### src/rtl/instr_encoder.sv
// Instruction encoder: accepts decoded MIPS-style instruction fields over a
// valid/ready handshake, packs them into 32-bit words and writes them to
// consecutive instruction-memory byte addresses starting at BASE_ADDR.
module instr_encoder #(
  parameter logic [31:0] BASE_ADDR = 32'h0000_0000,
  parameter int          DEPTH     = 64
) (
  input  logic        clk,
  input  logic        reset,
  input  logic        start,
  input  logic        in_valid,
  output logic        in_ready,
  input  logic [2:0]  in_kind,
  input  logic [4:0]  in_rs,
  input  logic [4:0]  in_rt,
  input  logic [4:0]  in_rd,
  input  logic [4:0]  in_shamt,
  input  logic [5:0]  in_funct,
  input  logic [15:0] in_imm,
  input  logic [25:0] in_target,
  input  logic        in_last,
  output logic        imem_we,
  output logic [31:0] imem_addr,
  output logic [31:0] imem_wdata,
  output logic [8:0]  count,
  output logic        done,
  output logic        err
);

  typedef enum logic [1:0] {
    IDLE   = 2'd0,
    ACCEPT = 2'd1,
    WRITE  = 2'd2,
    DONE   = 2'd3
  } state_t;

  localparam logic [8:0] DEPTH_C = 9'(DEPTH);

  localparam logic [2:0] K_LW   = 3'd0;
  localparam logic [2:0] K_SW   = 3'd1;
  localparam logic [2:0] K_R    = 3'd2;
  localparam logic [2:0] K_ADDI = 3'd3;
  localparam logic [2:0] K_BEQ  = 3'd4;
  localparam logic [2:0] K_J    = 3'd5;

  state_t      state_q, state_d;
  logic [31:0] ptr_q, ptr_d;      // address the next accepted word will use
  logic [8:0]  count_q, count_d;
  logic        err_q, err_d;
  logic [31:0] addr_q, addr_d;    // write address, held between writes
  logic [31:0] wdata_q, wdata_d;  // encoded word, held between writes
  logic        last_q, last_d;    // in_last captured with the pending word

  logic [31:0] enc_word;
  logic        kind_legal;
  logic [8:0]  count_inc;

  // Pack the instruction fields for the current kind; fields not used by
  // that kind never reach the word.
  always_comb begin
    enc_word   = 32'h0;
    kind_legal = 1'b1;
    case (in_kind)
      K_LW:    enc_word = {6'b100011, in_rs, in_rt, in_imm};
      K_SW:    enc_word = {6'b101011, in_rs, in_rt, in_imm};
      K_R:     enc_word = {6'b000000, in_rs, in_rt, in_rd, in_shamt, in_funct};
      K_ADDI:  enc_word = {6'b001000, in_rs, in_rt, in_imm};
      K_BEQ:   enc_word = {6'b000100, in_rs, in_rt, in_imm};
      K_J:     enc_word = {6'b000010, in_target};
      default: kind_legal = 1'b0;
    endcase
  end

  assign count_inc = count_q + 9'd1;

  // Next-state logic: load start, handshake capture and write bookkeeping.
  always_comb begin
    state_d = state_q;
    ptr_d   = ptr_q;
    count_d = count_q;
    err_d   = err_q;
    addr_d  = addr_q;
    wdata_d = wdata_q;
    last_d  = last_q;
    case (state_q)
      IDLE, DONE: begin
        if (start) begin
          state_d = ACCEPT;
          ptr_d   = BASE_ADDR;
          count_d = 9'd0;
          err_d   = 1'b0;
        end
      end
      ACCEPT: begin
        if (in_valid) begin
          if (kind_legal) begin
            wdata_d = enc_word;
            addr_d  = ptr_q;
            last_d  = in_last;
            state_d = WRITE;
          end else begin
            // Illegal kinds are dropped but still honour in_last.
            err_d = 1'b1;
            if (in_last) begin
              state_d = DONE;
            end
          end
        end
      end
      WRITE: begin
        ptr_d   = ptr_q + 32'd4;
        count_d = count_inc;
        // Reaching DEPTH ends the load so the pointer never runs past it.
        if (last_q || (count_inc == DEPTH_C)) begin
          state_d = DONE;
        end else begin
          state_d = ACCEPT;
        end
      end
      default: state_d = IDLE;
    endcase
  end

  // State and datapath registers; reset wins over everything, which also
  // drops a word whose write cycle is in progress.
  always_ff @(posedge clk) begin
    if (reset) begin
      state_q <= IDLE;
      ptr_q   <= BASE_ADDR;
      count_q <= 9'd0;
      err_q   <= 1'b0;
      addr_q  <= BASE_ADDR;
      wdata_q <= 32'h0;
      last_q  <= 1'b0;
    end else begin
      state_q <= state_d;
      ptr_q   <= ptr_d;
      count_q <= count_d;
      err_q   <= err_d;
      addr_q  <= addr_d;
      wdata_q <= wdata_d;
      last_q  <= last_d;
    end
  end

  assign in_ready   = (state_q == ACCEPT);
  assign imem_we    = (state_q == WRITE);
  assign done       = (state_q == DONE);
  assign imem_addr  = addr_q;
  assign imem_wdata = wdata_q;
  assign count      = count_q;
  assign err        = err_q;

endmodule

### config.mk
export PLATFORM = sky130hd
export DESIGN_NAME = instr_encoder
export DESIGN_NICKNAME = d
export VERILOG_FILES = /design/src/rtl/instr_encoder.sv
export SDC_FILE = /design/constraint.sdc
export NUM_CORES = 1
export LEC_CHECK = 0
export CORE_ASPECT_RATIO = 0.8
export CORE_MARGIN = 4
export CORE_UTILIZATION = 51
export DETAILED_ROUTE_END_ITERATION = 7
export GPL_TIMING_DRIVEN = 0
export PLACE_DENSITY = 0.86
export SLEW_MARGIN = 10
export SYNTH_ARGS = -nofsm -noshare
export SYNTH_HDL_FRONTEND = slang
export SYNTH_SLANG_ARGS = --single-unit
export TNS_END_PERCENT = 10
### constraint.sdc
create_clock -name clk -period 5.51 [get_ports clk]
set_clock_uncertainty 0.15 [all_clocks]
set_input_delay 0.8265 -clock clk [delete_from_list [all_inputs] [get_ports clk]]
set_output_delay 0.8265 -clock clk [all_outputs]
set_load 0.05 [all_outputs]
==> impl_metrics.env <==
export IMPL_switchingPower_mw=0.776
export IMPL_slowest_delay_ps=520
export IMPL_final_util=0.729
export IMPL_report_final_slew_viol_count=0
export IMPL_yosysWarnings=0
export IMPL_syn_inst=608
export IMPL_met2_usage=0.445
export IMPL_portBuffers=148
export IMPL_finalCritPeriodShare=0.539
export IMPL_max_slew_margin=0.516
export IMPL_met1_usage=0.371
export IMPL_timing_critical_path_mode_cell="clkbuf_1"
export IMPL_drive_above_1_share=0.0375
export IMPL_wire_per_inst_um=18.2
export IMPL_pwr_share_comb=0.311
export IMPL_synth_top_area_cell="dfxtp_1"
export IMPL_finalSetupViolCount=0
export IMPL_insertion_delay_ps=350
export IMPL_core_um2=9610
export IMPL_hp_class="reg -> reg"
export IMPL_worst_slack_ps=2540
export IMPL_synth_edf_count=0
export IMPL_cts_repair_resized=0
export IMPL_initial_utilization=0.522
export IMPL_dp_hpwl_um=11800
export IMPL_crit_family="buffers and inverters"
export IMPL_rows=32
export IMPL_syn_to_final_growth_pct=39.5
export IMPL_ys_ff_latch=103
export IMPL_seq_area_frac_synth=0.411
export IMPL_cts_root_buf="clkbuf_16"
export IMPL_p_int_mw=1.50
export IMPL_yosys_top_cells_area="dfxtp_1 41%, a21oi_1 8.0%, nand2_1 7.0%"
export IMPL_numCtsBuffers=9
export IMPL_wl_um=16300
export IMPL_power_density_nw_per_um2=325
export IMPL_clk_pin_slew_ps=70
export IMPL_holdWs_ps=304
export IMPL_globalRouteMet3Util=0.0690
export IMPL_first_pass_iters=5
export IMPL_drt_iter0_drc=455
export IMPL_yosysTopAreaCellShare=0.411
export IMPL_p_leak_nw=2.61
export IMPL_hold_viol=0
export IMPL_cts_hold_fix_buffers=0
export IMPL_max_slew_worst_pin_slew_ps=708
export IMPL_crit_path_max_fanout=10
export IMPL_place_ws_ps=2290
export IMPL_power_mw=2.27
export IMPL_grt_pass1_vias=5301
export IMPL_period_minus_slack_ps=2970
export IMPL_max_freq_mhz=337
export IMPL_synth_distinct_cells=48
export IMPL_nNetsFinal=850
export IMPL_grt_overflow=0
export IMPL_die_area_um2=11500
export IMPL_cp_end_kind="flip-flop"
export IMPL_required_ps=5600
export IMPL_cap_violations=0
export IMPL_io_pins=153
export IMPL_rsz0062_at_grt="false"
export IMPL_synth_area_um2=5020
export IMPL_busiest_layer="met2"
export IMPL_drt_vias_per_instance=6.09
export IMPL_dp_cells=877
export IMPL_synth_flop_cell="dfxtp_1"
export IMPL_syn_area_per_cell_um2=8.25
export IMPL_cp_cell_sequence="clkdlybuf4s50_1 -> nand2_1 -> a21oi_1 -> clkbuf_1 -> clkbuf_1 -> o221ai_1 -> o211a_1"
export IMPL_grt_usage=0.280
export IMPL_post_cts_buffers=0
export IMPL_drc=0
export IMPL_power_share_sequential=0.363
export IMPL_n_fill_cell=766
export IMPL_n_antenna_cell=0
export IMPL_cp_slowest_cell="clkdlybuf4s50_1"
export IMPL_die_y_um=96.7
export IMPL_sw_frac_of_total=0.342
export IMPL_num_vias=5439
export IMPL_path_buf_inv=3
export IMPL_design_area_um2=7000
export IMPL_post_dp_cell_area_um2=6660
export IMPL_setup_tns_ps=0
export IMPL_die_w_um=119
export IMPL_grt_start_max_net_pins=17
export IMPL_status="completed"
export IMPL_grt_pass1_wl_um=26300
export IMPL_antenna_left=0
export IMPL_cts_sinks=103
export IMPL_setup_worst_path_class="in -> reg"
export IMPL_cts_htree_levels=3
export IMPL_antenna_found_initial=0
export IMPL_cp_start_kind="input port"
export IMPL_final_cell_count_no_fill=893
export IMPL_arrival_ps=3060
export IMPL_place_gp_congestion=0.874
export IMPL_cts_tree="yes"
export IMPL_p_clk_frac=0.325
export IMPL_synthArstFlopShare=0
export IMPL_clock_path_buffers=2
export IMPL_irDropWorstVdd_mv=0.240
-- flip-flops by register name, summed over array words and instances, names as in the netlist --
register / count
ptr_q: 30
state_q: 2
err: 1
count: 9
imem_addr: 30
imem_wdata: 30
last_q: 1
-- cells by family (layout without fill, tap and decap cells) --
group / count (synthesis) / after routing / share of synthesized area
other: 1 / 3 / 0.000747
multiplexers: 7 / 7 / 0.0142
AO/OA/AOI/OAI: 193 / 193 / 0.265
AND/OR/NAND/NOR: 220 / 220 / 0.226
XOR/XNOR: 7 / 7 / 0.0122
adder cells (fa/ha/maj): 5 / 5 / 0.0125
flip-flops: 103 / 103 / 0.411
buffers and inverters: 72 / 236 / 0.0583
-- cell usage after synthesis, types with 2 or more instances --
master,number
nor3b_1,4
clkbuf_1,40
a2bb2oi_1,10
nand4_1,10
a22oi_1,18
or4_1,12
and3b_1,2
nor4b_1,2
o21a_1,2
nor3_1,10
o221ai_1,26
mux2i_1,6
inv_1,21
nand2_1,94
and2_1,5
a21oi_1,80
nor2_1,19
o21ai_0,16
buf_2,3
o211a_1,26
or3_1,12
nand3_1,11
and4_1,6
xnor2_1,6
dfxtp_1,103
nor2b_1,22
buf_1,3
buf_4,5
nor4_1,4
o31ai_1,8
ha_1,5
-- metal layers --
layer  up-vias  wire (um)
li1       2538          -
met1      2603       7090
met2       255       7580
met3        43       1130
met4         0        475
met5         -          0
-- final cells by class --
| class | instances | area, um^2 | area share |
|---|---|---|---|
| tap | 119 | 149 | 0.0213 |
| buffer | 51 | 214 | 0.0306 |
| multi-input combinational | 435 | 2670 | 0.381 |
| inverter | 21 | 78.8 | 0.0113 |
| sequential | 103 | 2060 | 0.294 |
| clock inverter | 6 | 108 | 0.0154 |
| timing repair buffer | 148 | 1480 | 0.212 |
| clock buffer | 10 | 239 | 0.0341 |
-- power groups by stage --
stage | clock network, mW | logic (mW) | registers, mW
2_1_floorplan | 0 | 0.318 | 0.971
3_3_place_gp | 0 | 0.682 | 0.838
3_5_place_dp | 0 | 0.693 | 0.841
6_report | 0.739 | 0.707 | 0.826
4_1_cts | 0.742 | 0.701 | 0.826
5_1_grt | 0.777 | 0.754 | 0.832
-- path summary, 6_finish.rpt --
path	from	to	slack [ps]	cells after the start
worst max-delay path	in_valid	imem_wdata[7]$_SDFFE_PP0P_	2540	7
worst min register to register	imem_addr[12]$_SDFFE_PP0P_	imem_addr[12]$_SDFFE_PP0P_	300	2
worst max register to register	state_q[0]$_SDFFE_PP0P_	imem_wdata[7]$_SDFFE_PP0P_	2830	7
worst min-delay path	imem_addr[12]$_SDFFE_PP0P_	imem_addr[12]$_SDFFE_PP0P_	300	2
-- layout by cell type (no fill, tap or decap), drive strengths merged, types with 2 or more instances in the layout --
master         synthesis  routed
clkdlybuf4s50          0     148
dfxtp                103     103
nand2                 94      94
a21oi                 80      80
clkbuf                40      50
o221ai                26      26
o211a                 26      26
nor2b                 22      22
inv                   21      21
nor2                  19      19
a22oi                 18      18
o21ai                 16      16
or4                   13      13
or3                   12      12
nand3                 11      11
nand4                 11      11
buf                   11      11
nor3                  10      10
a2bb2oi               10      10
o31ai                  8       8
and4                   6       6
mux2i                  6       6
xnor2                  6       6
and2                   5       5
ha                     5       5
nor4                   5       5
nor3b                  4       4
conb                   1       3
bufinv                 0       3
and3b                  2       2
nor4b                  2       2
o21a                   2       2
clkinv                 0       2
-- worst register-to-register path: cells and delay by family, from the launching register on --
family          cells  cell delay [ps]
flops               1              400
buf+inv             2              900
fa+ha+maj           1              290
simple gates        1              190
compound gates      3              640
Power figures use the tool's default switching activity.
